$ cat src/rtl/octave_sequencer.sv
// Frame sequencer feeding the octave datapath: active pixels, H/V blanking pushes, then a bounded drain.
// Optional OCTAVE_SEQ_STALL_COUNT_EN adds a 24-bit count of ACTIVE cycles with no upstream pixel.
//
// state  | meaning
// IDLE   | waiting for start, no pushes
// ACTIVE | forwarding upstream pixels, stalls when none offered
// HBLANK | blanking pushes to the end of the line
// VBLANK | blanking pushes for the vertical blanking lines
// FLUSH  | blanking pushes until all frame outputs seen or drain limit hit
module octave_sequencer #(
  parameter int ACTIVE_W  = 400,
  parameter int TOTAL_W   = 420,
  parameter int ACTIVE_H  = 300,
  parameter int TOTAL_H   = 320,
  parameter int FLUSH_LEN = 2545
) (
  input  logic        clock,
  input  logic        reset,
  input  logic        start,
  input  logic [7:0]  pix_data,
  input  logic        pix_valid,
  output logic        pix_ready,
  output logic [7:0]  oct_din,
  output logic        oct_validin,
  output logic        oct_blanking,
  input  logic        oct_valid,
  output logic        busy,
  output logic        frame_done,
  output logic        flush_err
`ifdef OCTAVE_SEQ_STALL_COUNT_EN
  ,
  output logic [23:0] stall_cnt
`endif
);

  localparam int CW = $clog2(TOTAL_W);
  localparam int RW = $clog2(TOTAL_H);
  localparam int FW = $clog2(FLUSH_LEN + 1);
  localparam logic [16:0] OUT_TARGET = 17'(ACTIVE_W * ACTIVE_H);

  typedef enum logic [2:0] {IDLE, ACTIVE, HBLANK, VBLANK, FLUSH} state_t;

  state_t         r_state, w_state_nxt;
  logic [CW-1:0]  r_col, w_col_nxt;
  logic [RW-1:0]  r_row, w_row_nxt;
  logic [FW-1:0]  r_flush_cnt, w_flush_nxt;
  logic [16:0]    r_out_cnt, w_out_nxt;
  logic           r_flush_err;
  logic           w_start_ok;
  logic           w_err_set;

  // Output-valid strobes in the exit cycle must count before the drain compare.
  assign w_out_nxt = (r_state != IDLE && oct_valid && r_out_cnt != OUT_TARGET)
                     ? r_out_cnt + 17'd1 : r_out_cnt;
  assign busy      = (r_state != IDLE);
  assign flush_err = r_flush_err;

  always_comb begin
    w_state_nxt  = r_state;
    w_col_nxt    = r_col;
    w_row_nxt    = r_row;
    w_flush_nxt  = r_flush_cnt;
    w_start_ok   = 1'b0;
    w_err_set    = 1'b0;
    pix_ready    = 1'b0;
    oct_validin  = 1'b0;
    oct_din      = '0;
    oct_blanking = 1'b0;
    frame_done   = 1'b0;
    case (r_state)
      IDLE: begin
        if (start) begin
          w_start_ok  = 1'b1;
          w_state_nxt = ACTIVE;
          w_col_nxt   = '0;
          w_row_nxt   = '0;
        end
      end
      ACTIVE: begin
        pix_ready = 1'b1;
        if (pix_valid) begin
          oct_validin = 1'b1;
          oct_din     = pix_data;
          w_col_nxt   = r_col + 1'b1;
          if (r_col == CW'(ACTIVE_W - 1)) w_state_nxt = HBLANK;
        end
      end
      HBLANK, VBLANK: begin
        oct_validin  = 1'b1;
        oct_blanking = 1'b1;
        if (r_col == CW'(TOTAL_W - 1)) begin
          w_col_nxt = '0;
          if (r_row == RW'(TOTAL_H - 1)) begin
            w_row_nxt   = '0;
            w_flush_nxt = '0;
            w_state_nxt = FLUSH;
          end else begin
            w_row_nxt   = r_row + 1'b1;
            w_state_nxt = (r_row < RW'(ACTIVE_H - 1)) ? ACTIVE : VBLANK;
          end
        end else begin
          w_col_nxt = r_col + 1'b1;
        end
      end
      FLUSH: begin
        oct_validin  = 1'b1;
        oct_blanking = 1'b1;
        w_flush_nxt  = r_flush_cnt + 1'b1;
        if (w_out_nxt == OUT_TARGET) begin
          frame_done  = 1'b1;
          w_state_nxt = IDLE;
        end else if (r_flush_cnt == FW'(FLUSH_LEN - 1)) begin
          frame_done  = 1'b1;
          w_err_set   = 1'b1;
          w_state_nxt = IDLE;
        end
      end
      default: w_state_nxt = IDLE;
    endcase
  end

  always_ff @(posedge clock or posedge reset) begin
    if (reset) begin
      r_state     <= IDLE;
      r_col       <= '0;
      r_row       <= '0;
      r_flush_cnt <= '0;
      r_out_cnt   <= '0;
      r_flush_err <= 1'b0;
    end else begin
      r_state     <= w_state_nxt;
      r_col       <= w_col_nxt;
      r_row       <= w_row_nxt;
      r_flush_cnt <= w_flush_nxt;
      r_out_cnt   <= w_start_ok ? 17'd0 : w_out_nxt;
      r_flush_err <= w_start_ok ? 1'b0 : (r_flush_err | w_err_set);
    end
  end

`ifdef OCTAVE_SEQ_STALL_COUNT_EN
  logic [23:0] r_stall_cnt;

  always_ff @(posedge clock or posedge reset) begin
    if (reset) begin
      r_stall_cnt <= '0;
    end else if (w_start_ok) begin
      r_stall_cnt <= '0;
    end else if (r_state == ACTIVE && !pix_valid && r_stall_cnt != '1) begin
      r_stall_cnt <= r_stall_cnt + 24'd1;
    end
  end

  assign stall_cnt = r_stall_cnt;
`endif

endmodule

$ cat config.mk
export PLATFORM = sky130hd
export DESIGN_NAME = octave_sequencer
export DESIGN_NICKNAME = d
export VERILOG_FILES = /design/src/rtl/octave_sequencer.sv
export SDC_FILE = /design/constraint.sdc
export NUM_CORES = 1
export LEC_CHECK = 0
export ABC_AREA = 0
export BUFFER_PORTS_ARGS = -buffer_cell sky130_fd_sc_hd__buf_2
export CAP_MARGIN = 15
export CORE_MARGIN = 2
export CORE_UTILIZATION = 30
export DETAILED_ROUTE_END_ITERATION = 7
export PLACE_DENSITY_LB_ADDON = 0.08
export SLEW_MARGIN = 20
export SYNTH_ARGS = -nofsm -noshare
export SYNTH_HDL_FRONTEND = slang
export SYNTH_SLANG_ARGS = --single-unit
$ cat constraint.sdc
create_clock -name clock -period 3.12 [get_ports clock]
set_clock_uncertainty 0.05 [all_clocks]
set_input_delay 0.312 -clock clock [delete_from_list [all_inputs] [get_ports clock]]
set_output_delay 0.312 -clock clock [all_outputs]
set_load 0.05 [all_outputs]
Word-level counts from Yosys, hierarchy flattened

Cells that the tools add are included.

Muxes and demuxes: 35
Equal/unequal tests: 16
Add/subtract/negate cells: 4
Bitwise logic cells: 1
$lt $le $gt $ge: 1
Reduce and logical (&&, ||, !) cells: 13

Operators by type and width:

| operator                | count |
|---|---|
| $mux W9                 | 5 |
| $mux W17                | 2 |
| $eq A9 B9 Y1 const B    | 3 |
| $pmux W9 S3             | 1 |
| $mux W12                | 2 |
| $pmux W12 S2            | 1 |
| $mux W3                 | 7 |
| $add A9 B1 Y9 const B   | 2 |
| $pmux W9 S2             | 1 |
| $add A17 B1 Y17 const B | 1 |
| $eq A17 B17 Y1 const B  | 1 |
| $ne A17 B17 Y1 const B  | 1 |
| $mux W8                 | 2 |
| $add A12 B1 Y12 const B | 1 |
| $eq A12 B12 Y1 const B  | 1 |
| $pmux W3 S4             | 1 |
| $mux W1                 | 11 |
| $ne A2 B2 Y1 const B    | 5 |
| $lt A9 B9 Y1 const B    | 1 |
| $reduce_and A3 Y1       | 3 |
| $eq A3 B2 Y1 const B    | 2 |
| $reduce_bool A3 Y1      | 2 |
| $reduce_and A5 Y1       | 1 |
| $reduce_bool A2 Y1      | 2 |
| other kinds (10)        | 11 |

Register bits: 51
Input port bits: 13
Logic and storage cells: 76

Longest topological paths before layout

Gate-level depths: netlist of run 1.

Depth in word-level cells: 9
Gate-level depth with buffers: 8
Mapped depth without buffers: 8

Worst setup path before layout of run 1

OpenSTA, ideal clock, no wires.

Path kind: reg2out
From: register r_state[2]
To: output port frame_done
Cell stages (with the launch flop): 9
Buffers on the path: 2
Arrival time: 2.839 ns
Slack: -0.081 ns
Cells stage by stage: dfrtp_1 -> buf_2 -> or3_1 -> buf_2 -> nor4b_4 -> mux2i_1 -> o221ai_2 -> or4_1 -> a21oi_1

Cells in the longest elaborated chain, start to end: 7
Elaborated cells on any way between the ends: 8
Classes of those cells: 2 x eq/ne; 3 x mux; 3 x reduce/logical

RTL lines:

| item                             | RTL line | RTL |
|---|---|---|
| start: declaration               | 43       | `state_t r_state, w_state_nxt;` |
| start signal: assignment         | 131      | `r_state <= w_state_nxt;` |
| $reduce_bool A3 Y1               | -        |  |
| via busy                         | 27       | `output logic busy,` |
| $logic_and A1 B1 Y1 (2 in a row) | 53       | `assign w_out_nxt = (r_state != IDLE && oct_valid && r_out_cnt != OUT_TARGET)` |
| $mux W17                         | 54       | `? r_out_cnt + 17'd1 : r_out_cnt;` |
| $eq A17 B17 Y1                   | 109      | `if (w_out_nxt == OUT_TARGET) begin` |
| $mux W1                          | 109      |  |
| $mux W1                          | 70       | `case (r_state)` |
| end: declaration                 | 28       | `output logic frame_done,` |

The timed path passes the listed nets, and every way through them passes these cells.

Final worst setup path of run 1

From: register r_out_cnt[0]
To: output port frame_done

Cells in the longest elaborated chain, start to end: 6
Elaborated cells on any way between the ends: 7
Classes of those cells: 1 x add/sub; 2 x eq/ne; 3 x mux; 1 x reduce/logical

RTL lines:

| item                                                                    | RTL line | RTL |
|---|---|---|
| start: declaration                                                      | 47       | `logic [16:0] r_out_cnt, w_out_nxt;` |
| start signal: assignment                                                | 135      | `r_out_cnt <= w_start_ok ? 17'd0 : w_out_nxt;` |
| parallel branches: the longest is 2 deep, another holds $add A17 B1 Y17 | -        |  |
| $mux W17 *                                                              | 54       |  |
| $eq A17 B17 Y1 *                                                        | 109      |  |
| $mux W1 *                                                               | 109      |  |
| $mux W1 *                                                               | 70       |  |

Mark *: on every way between the ends.

==> flow_metrics.tcl, run 1 <==
set metrics [dict create \
    power_switching_mw 0.835 \
    wl_mm 7.83 \
    chipHeight_microns 108 \
    yosysTopAreaCell "dfrtp_1" \
    ys_seq_area_share_pct 39.7 \
    fin_ws_ns 0.0821 \
    clk_path_buf_depth 2 \
    dieArea_sq_um 11600 \
    final_nets 421 \
    startpoint_type "flop" \
    status "completed" \
    slew_headroom_pct 53.9 \
    final_cell_mix "45 x dfrtp_1, 42 x nor2_1, 39 x o21ai_0, 36 x nand2_1, 28 x buf_4" \
    yosys_register_bits 51 \
    power.internal_mw 1.32 \
    routed_via_density 4.98 \
    drive_gt1_share_pct 23.8 \
    routabilityCongestion 0.790 \
    track_usage_pct 14.0 \
    synth_warnings 0 \
    firstDrtPassIters 4 \
    gr-total-overflow 0 \
    synth_edf_count 0 \
    first_global_vias 2517 \
    async_flop_share_pct 100 \
    antenna_cells 0 \
    clkSinkCount 51 \
    slew_violations 0 \
    syn_nets 377 \
    critical_path.max_fanout 4 \
    area_growth_pct 19.1 \
    htreeDepth 2 \
    clkTransAtPathRegs_ns 0.10 \
    clk_latency_ns 0.31 \
    p_leak_nw 1.74 \
    fillCellCount 1061 \
    swShare_pct 38.7 \
    synth_cells 358 \
    routedWlPerCell_microns 14.5 \
    synth_top_area_share_pct 39.7 \
    hpwl_mm 5.35 \
    slowest_delay_ns 0.44 \
    drt_iter0_drc 90 \
    finalSetupTns_ns 0 \
    critPathSlowestCell "dfrtp_2" \
    required_ns 2.76 \
    cts-buffers-inserted 5 \
    dp_slack_ns 0.0588 \
    rsz0062_at_grt "true" \
    rr_worst_depth 11 \
    ant_nets 0 \
    synth_flop_cell "dfrtp_1" \
    clkPwrFrac_pct 22.8 \
    fin_crit_ns 3.04 \
    avgSynthCellArea_sq_um 8.99 \
    fin_crit_sh_pct 97.4 \
    io_buffers 26 \
    seq_power_share_pct 43.0 \
    drv_cap 0 \
    drc_errors 0 \
    path_cells "inv_2 > ha_1 > nor4b_4 > nand4_2 > a2111oi_4 > o221ai_2 > or4_4 > a21oi_2 > buf_6" \
    core_area_sq_um 10400 \
    setup_viol 0 \
    synth.area.top_cells "dfrtp_1 40%, o21ai_0 6.1%, nor2_1 4.9%" \
    grt_pass1_wl_mm 13.1 \
    hold_path.class "in -> async" \
    power.density_nw_per_um2 563 \
    grt_max_degree 52 \
    worstMarginPinSlew_ns 0.691 \
    cp-end-kind "primary output" \
    combPwrFrac_pct 34.2 \
    rrSetupSlack_ns 0.50 \
    maxClockFrequency_mhz 329 \
    cts_tree "done" \
    antenna_found_initial 0 \
    rows 37 \
    final_common_cell "dfrtp_1" \
    worstSetupPathType "reg -> out" \
    hold_violations 0 \
    netlist_area_sq_um 3220 \
    max-vdd-ir-drop_uv 183 \
    cts-root-buf "clkbuf_8" \
    vias 2684 \
    cp_data_arrival_time_ns 2.68 \
    io_pins 27 \
    start_util_pct 31.0 \
    synth_cell_type_count 62 \
    die_x_microns 108 \
]
==> what timing repair did <==
item / 4_1_cts / 5_1_grt
hold buffers: 0 / 0
setup buffers: 8 / 5
setup endpoints to repair: 1 / 1
pin swaps: 9 / 8
gates resized for setup: 14 / 6
==> per-stage QoR <==
step	hold slack, ns	cell area (sq um)	util [%]	power, mW	instances
floorplan	0.401	3220	-	1.43	358
global placement	0.442	3540	34.1	1.58	518
detailed placement	0.446	3540	34.1	1.58	518
CTS	0.146	3770	36.3	2.15	534
global route	0.199	3830	37.0	2.32	539
finish	0.121	3830	37.0	2.16	539
==> sequential cells by signal, summed over array words and instances (netlist names) <==
name / flops
r_out_cnt: 17
r_flush_cnt: 12
r_col: 9
r_row: 9
r_state: 3
flush_err: 1
==> critical path: cells and delay by family, from the launching register on <==
family / cells / cell delay, ns
AND/OR/NAND/NOR: 3 / 0.81
buffers and inverters: 2 / 0.25
adder cells (fa/ha/maj): 1 / 0.14
AO/OA/AOI/OAI: 3 / 0.72
flip-flops: 1 / 0.44
==> path summary, 6_finish.rpt <==
kind	end	start
min in group clock	r_flush_cnt[11]	r_flush_cnt[11]
max reg2reg	flush_err	r_out_cnt[0]
max in group asynchronous	r_out_cnt[2]	reset
max	frame_done	r_out_cnt[0]
min reg2reg	r_flush_cnt[11]	r_flush_cnt[11]
min	r_row[3]	reset
==> synthesized netlist by cell type (6+ instances only) <==
cell and count:
nor2_1 42, inv_1 10, xnor2_1 11, nand2_1 37, nor3_1 7, nand3_1 9
nand4_1 12, dfrtp_1 51, a31oi_1 6, ha_1 6, and3_1 20, xor2_1 13
clkbuf_1 7, a21oi_1 7, o21ai_0 39
==> layout make-up <==
cell class / count / area (sq um) / share of cell area, %
Clock buffer: 6 / 82.6 / 2.15
Clock inverter: 2 / 35.0 / 0.914
Inverter: 10 / 37.5 / 0.979
Multi-Input combinational cell: 280 / 1880 / 49.0
Sequential cell: 51 / 1280 / 33.5
Tap cell: 136 / 170 / 4.44
Timing Repair Buffer: 54 / 347 / 9.04
==> per-layer routing <==
| metal | GRT usage [%] | wire length [microns] |
|---|---|---|
| met4 | 4.40 | 94 |
| met2 | 21.0 | 3550 |
| met1 | 20.6 | 4010 |
| met5 | 0 | 0 |
| met3 | 2.24 | 182 |
==> power groups by stage <==
stage	combinational (mW)	sequential [mW]	clock, mW
CTS	0.706	0.922	0.519
detailed placement	0.649	0.933	0
finish	0.737	0.928	0.492
floorplan	0.540	0.887	0
global route	0.828	0.949	0.542
global placement	0.649	0.934	0
==> logic make-up after synthesis <==
| group | Yosys count | synth area share, % |
|---|---|---|
| AO/OA/AOI/OAI | 77 | 15.6 |
| XOR/XNOR | 24 | 6.53 |
| adder cells (fa/ha/maj) | 6 | 2.33 |
| buffers and inverters | 27 | 4.08 |
| flip-flops | 51 | 39.7 |
| multiplexers | 3 | 1.01 |
| AND/OR/NAND/NOR | 170 | 30.8 |
Power figures use the tool's default switching activity.
==> inputs of run 2 (changes only) <==
--- a/config.mk
+++ b/config.mk
@@ -9,4 +9,5 @@
 export BUFFER_PORTS_ARGS = -buffer_cell sky130_fd_sc_hd__buf_2
 export CAP_MARGIN = 15
+export CORE_ASPECT_RATIO = 0.8
 export CORE_MARGIN = 2
 export CORE_UTILIZATION = 30
==> constraint.sdc (replaced) <==
create_clock -name clock -period 3.12 [get_ports clock]
set_clock_uncertainty 0.05 [all_clocks]
set_input_delay 0.624 -clock clock [delete_from_list [all_inputs] [get_ports clock]]
set_output_delay 0.624 -clock clock [all_outputs]
set_load 0.05 [all_outputs]
==> flow_metrics.tcl, run 2 (synthesized netlist as in run 1, its figures left out) <==
set metrics [dict create \
    ant_nets 0 \
    cts-root-buf "clkbuf_16" \
    die_x_microns 120 \
    slew_violations 0 \
    gr-total-overflow 0 \
    antenna_cells 0 \
    violations "setup timing" \
    status "finished, violations left" \
    dieArea_sq_um 11600 \
    fin_ws_ns -0.183 \
    track_usage_pct 16.1 \
    clk_latency_ns 0.29 \
    grt_max_degree 30 \
    final_nets 482 \
    drive_gt1_share_pct 34.3 \
    timing.hold.ws_ns 0.362 \
    largest_reg_flops 17 \
    clkSinkCount 51 \
    p_leak_nw 2.08 \
    worstSetupPathType "reg -> out" \
    drc_errors 0 \
    multiInputGateArea_sq_um 1930 \
    power.density_nw_per_um2 594 \
    slew_headroom_pct 43.6 \
    cts_tree "done" \
    seq_power_share_pct 34.8 \
    wl_mm 8.63 \
    regMostFlops "r_out_cnt" \
    critPathSlowestCell "or4_4" \
    regArea_sq_um 1280 \
    hold_path.class "in -> async" \
    final_common_cell "buf_4" \
    antenna_found_initial 0 \
    cts-buffers-inserted 5 \
    dp_slack_ns -0.183 \
    routabilityCongestion 0.911 \
    start_util_pct 31.0 \
    routedWlPerCell_microns 14.3 \
    clkPwrFrac_pct 21.2 \
    combPwrFrac_pct 43.9 \
    cp_data_arrival_time_ns 2.63 \
    firstDrtPassIters 4 \
    power.internal_mw 1.67 \
    io_buffers 26 \
    drt_iter0_drc 211 \
    htreeDepth 2 \
    grt_pass1_wl_mm 15.2 \
    vias 2939 \
    rows 33 \
    fillCellCount 1000 \
    maxClockFrequency_mhz 303 \
    path_cells "buf_6 > ha_4 > nand2_4 > buf_6 > nor4_4 > a41o_1 > o211ai_1 > or4_4 > a21oi_4 > buf_6" \
    hold_violations 0 \
    reg.largest.list "r_out_cnt (17), r_flush_cnt (12)" \
    chipHeight_microns 96.6 \
    clkTransAtPathRegs_ns 0.07 \
    routed_via_density 4.87 \
    drv_cap 0 \
    fin_crit_sh_pct 106 \
    power_mw 2.62 \
    swShare_pct 36.2 \
    rsz0062_at_grt "true" \
    required_ns 2.45 \
    slowest_delay_ns 0.55 \
    area_growth_pct 36.9 \
    first_global_vias 2948 \
    max-vdd-ir-drop_uv 220 \
    io_pins 27 \
    setup_viol 1 \
    crit_top_cell "buf_6" \
    power_switching_mw 0.948 \
    hpwl_mm 6.24 \
    critical_path.max_fanout 4 \
    postCtsHoldBufs 0 \
    fin_crit_ns 3.30 \
    final_cell_mix "81 x buf_4, 46 x dfrtp_1, 42 x nor2_1, 39 x o21ai_0, 36 x nand2_1" \
    core_area_sq_um 10400 \
    final_util_pct 42.5 \
    worstMarginPinSlew_ns 0.840 \
    cp-end-kind "primary output" \
    startpoint_type "flop" \
    clk_path_buf_depth 2 \
]
==> run 2: changes by cell type in the layout (fill, tap and decap cells not counted), sizes merged <==
cell    before  now
buf         54  115
bufinv       1    0
==> run 2: final timing paths <==
kind                       depth (start not counted)             from  slack [ns]               to
hold reg to reg                                    1  r_flush_cnt[11]        0.45  r_flush_cnt[11]
min in group clock                                 1  r_flush_cnt[11]        0.45  r_flush_cnt[11]
setup reg to reg                                  21     r_out_cnt[0]        0.11     r_out_cnt[0]
hold / removal                                     2            reset        0.36   r_flush_cnt[7]
max in group asynchronous                          3            reset        2.02         r_row[3]
setup / recovery                                  10     r_out_cnt[0]       -0.18       frame_done
==> run 2: final cells by class <==
cell class	instances	share of cell area, %
clock buffer	6	3.15
clock inverter	1	0.114
inverter	10	0.853
multi-input combinational	280	43.8
sequential	51	29.1
tap	140	3.98
timing repair buffer	115	19.0
==> run 2: repair_timing <==
action                     4_1_cts  5_1_grt
pin swaps                       14        5
setup endpoints to repair        1        2
setup buffers                   29        5
hold endpoints to repair         0        0
gates resized for setup         30        3
==> run 2: critical path: cells and delay by family (launching register included) <==
kind / cells / cell delay [ns]
flip-flops: 1 / 0.41
AO/OA/AOI/OAI: 3 / 0.47
AND/OR/NAND/NOR: 3 / 0.90
buffers and inverters: 3 / 0.43
adder cells (fa/ha/maj): 1 / 0.14
==> run 2: routing by layer <==
metal | wire, microns | GRT usage, % | up-vias
met5 | 0 | 0 | -
met4 | 49 | 2.71 | 0
met3 | 199 | 2.83 | 5
met2 | 3720 | 23.8 | 34
met1 | 4670 | 24.7 | 1397
li1 | - | - | 1503
==> run 2: power by group through the flow <==
stage	sequential (mW)	combinational [mW]	clock, mW
2_1_floorplan	0.887	0.545	0
3_3_place_gp	0.904	0.840	0
3_5_place_dp	0.902	0.845	0
4_1_cts	0.910	1.14	0.580
5_1_grt	0.931	1.26	0.607
6_report	0.912	1.15	0.556
==> run 2: stage by stage <==
step | setup TNS (ns) | area, sq um | std cells
after floorplan | 0 | 3230 | 358
after global placement | -0.117 | 3880 | 566
after detailed placement | -0.183 | 3880 | 566
after CTS | -0.302 | 4380 | 602
after global routing | -0.335 | 4400 | 603
final | -0.183 | 4400 | 603
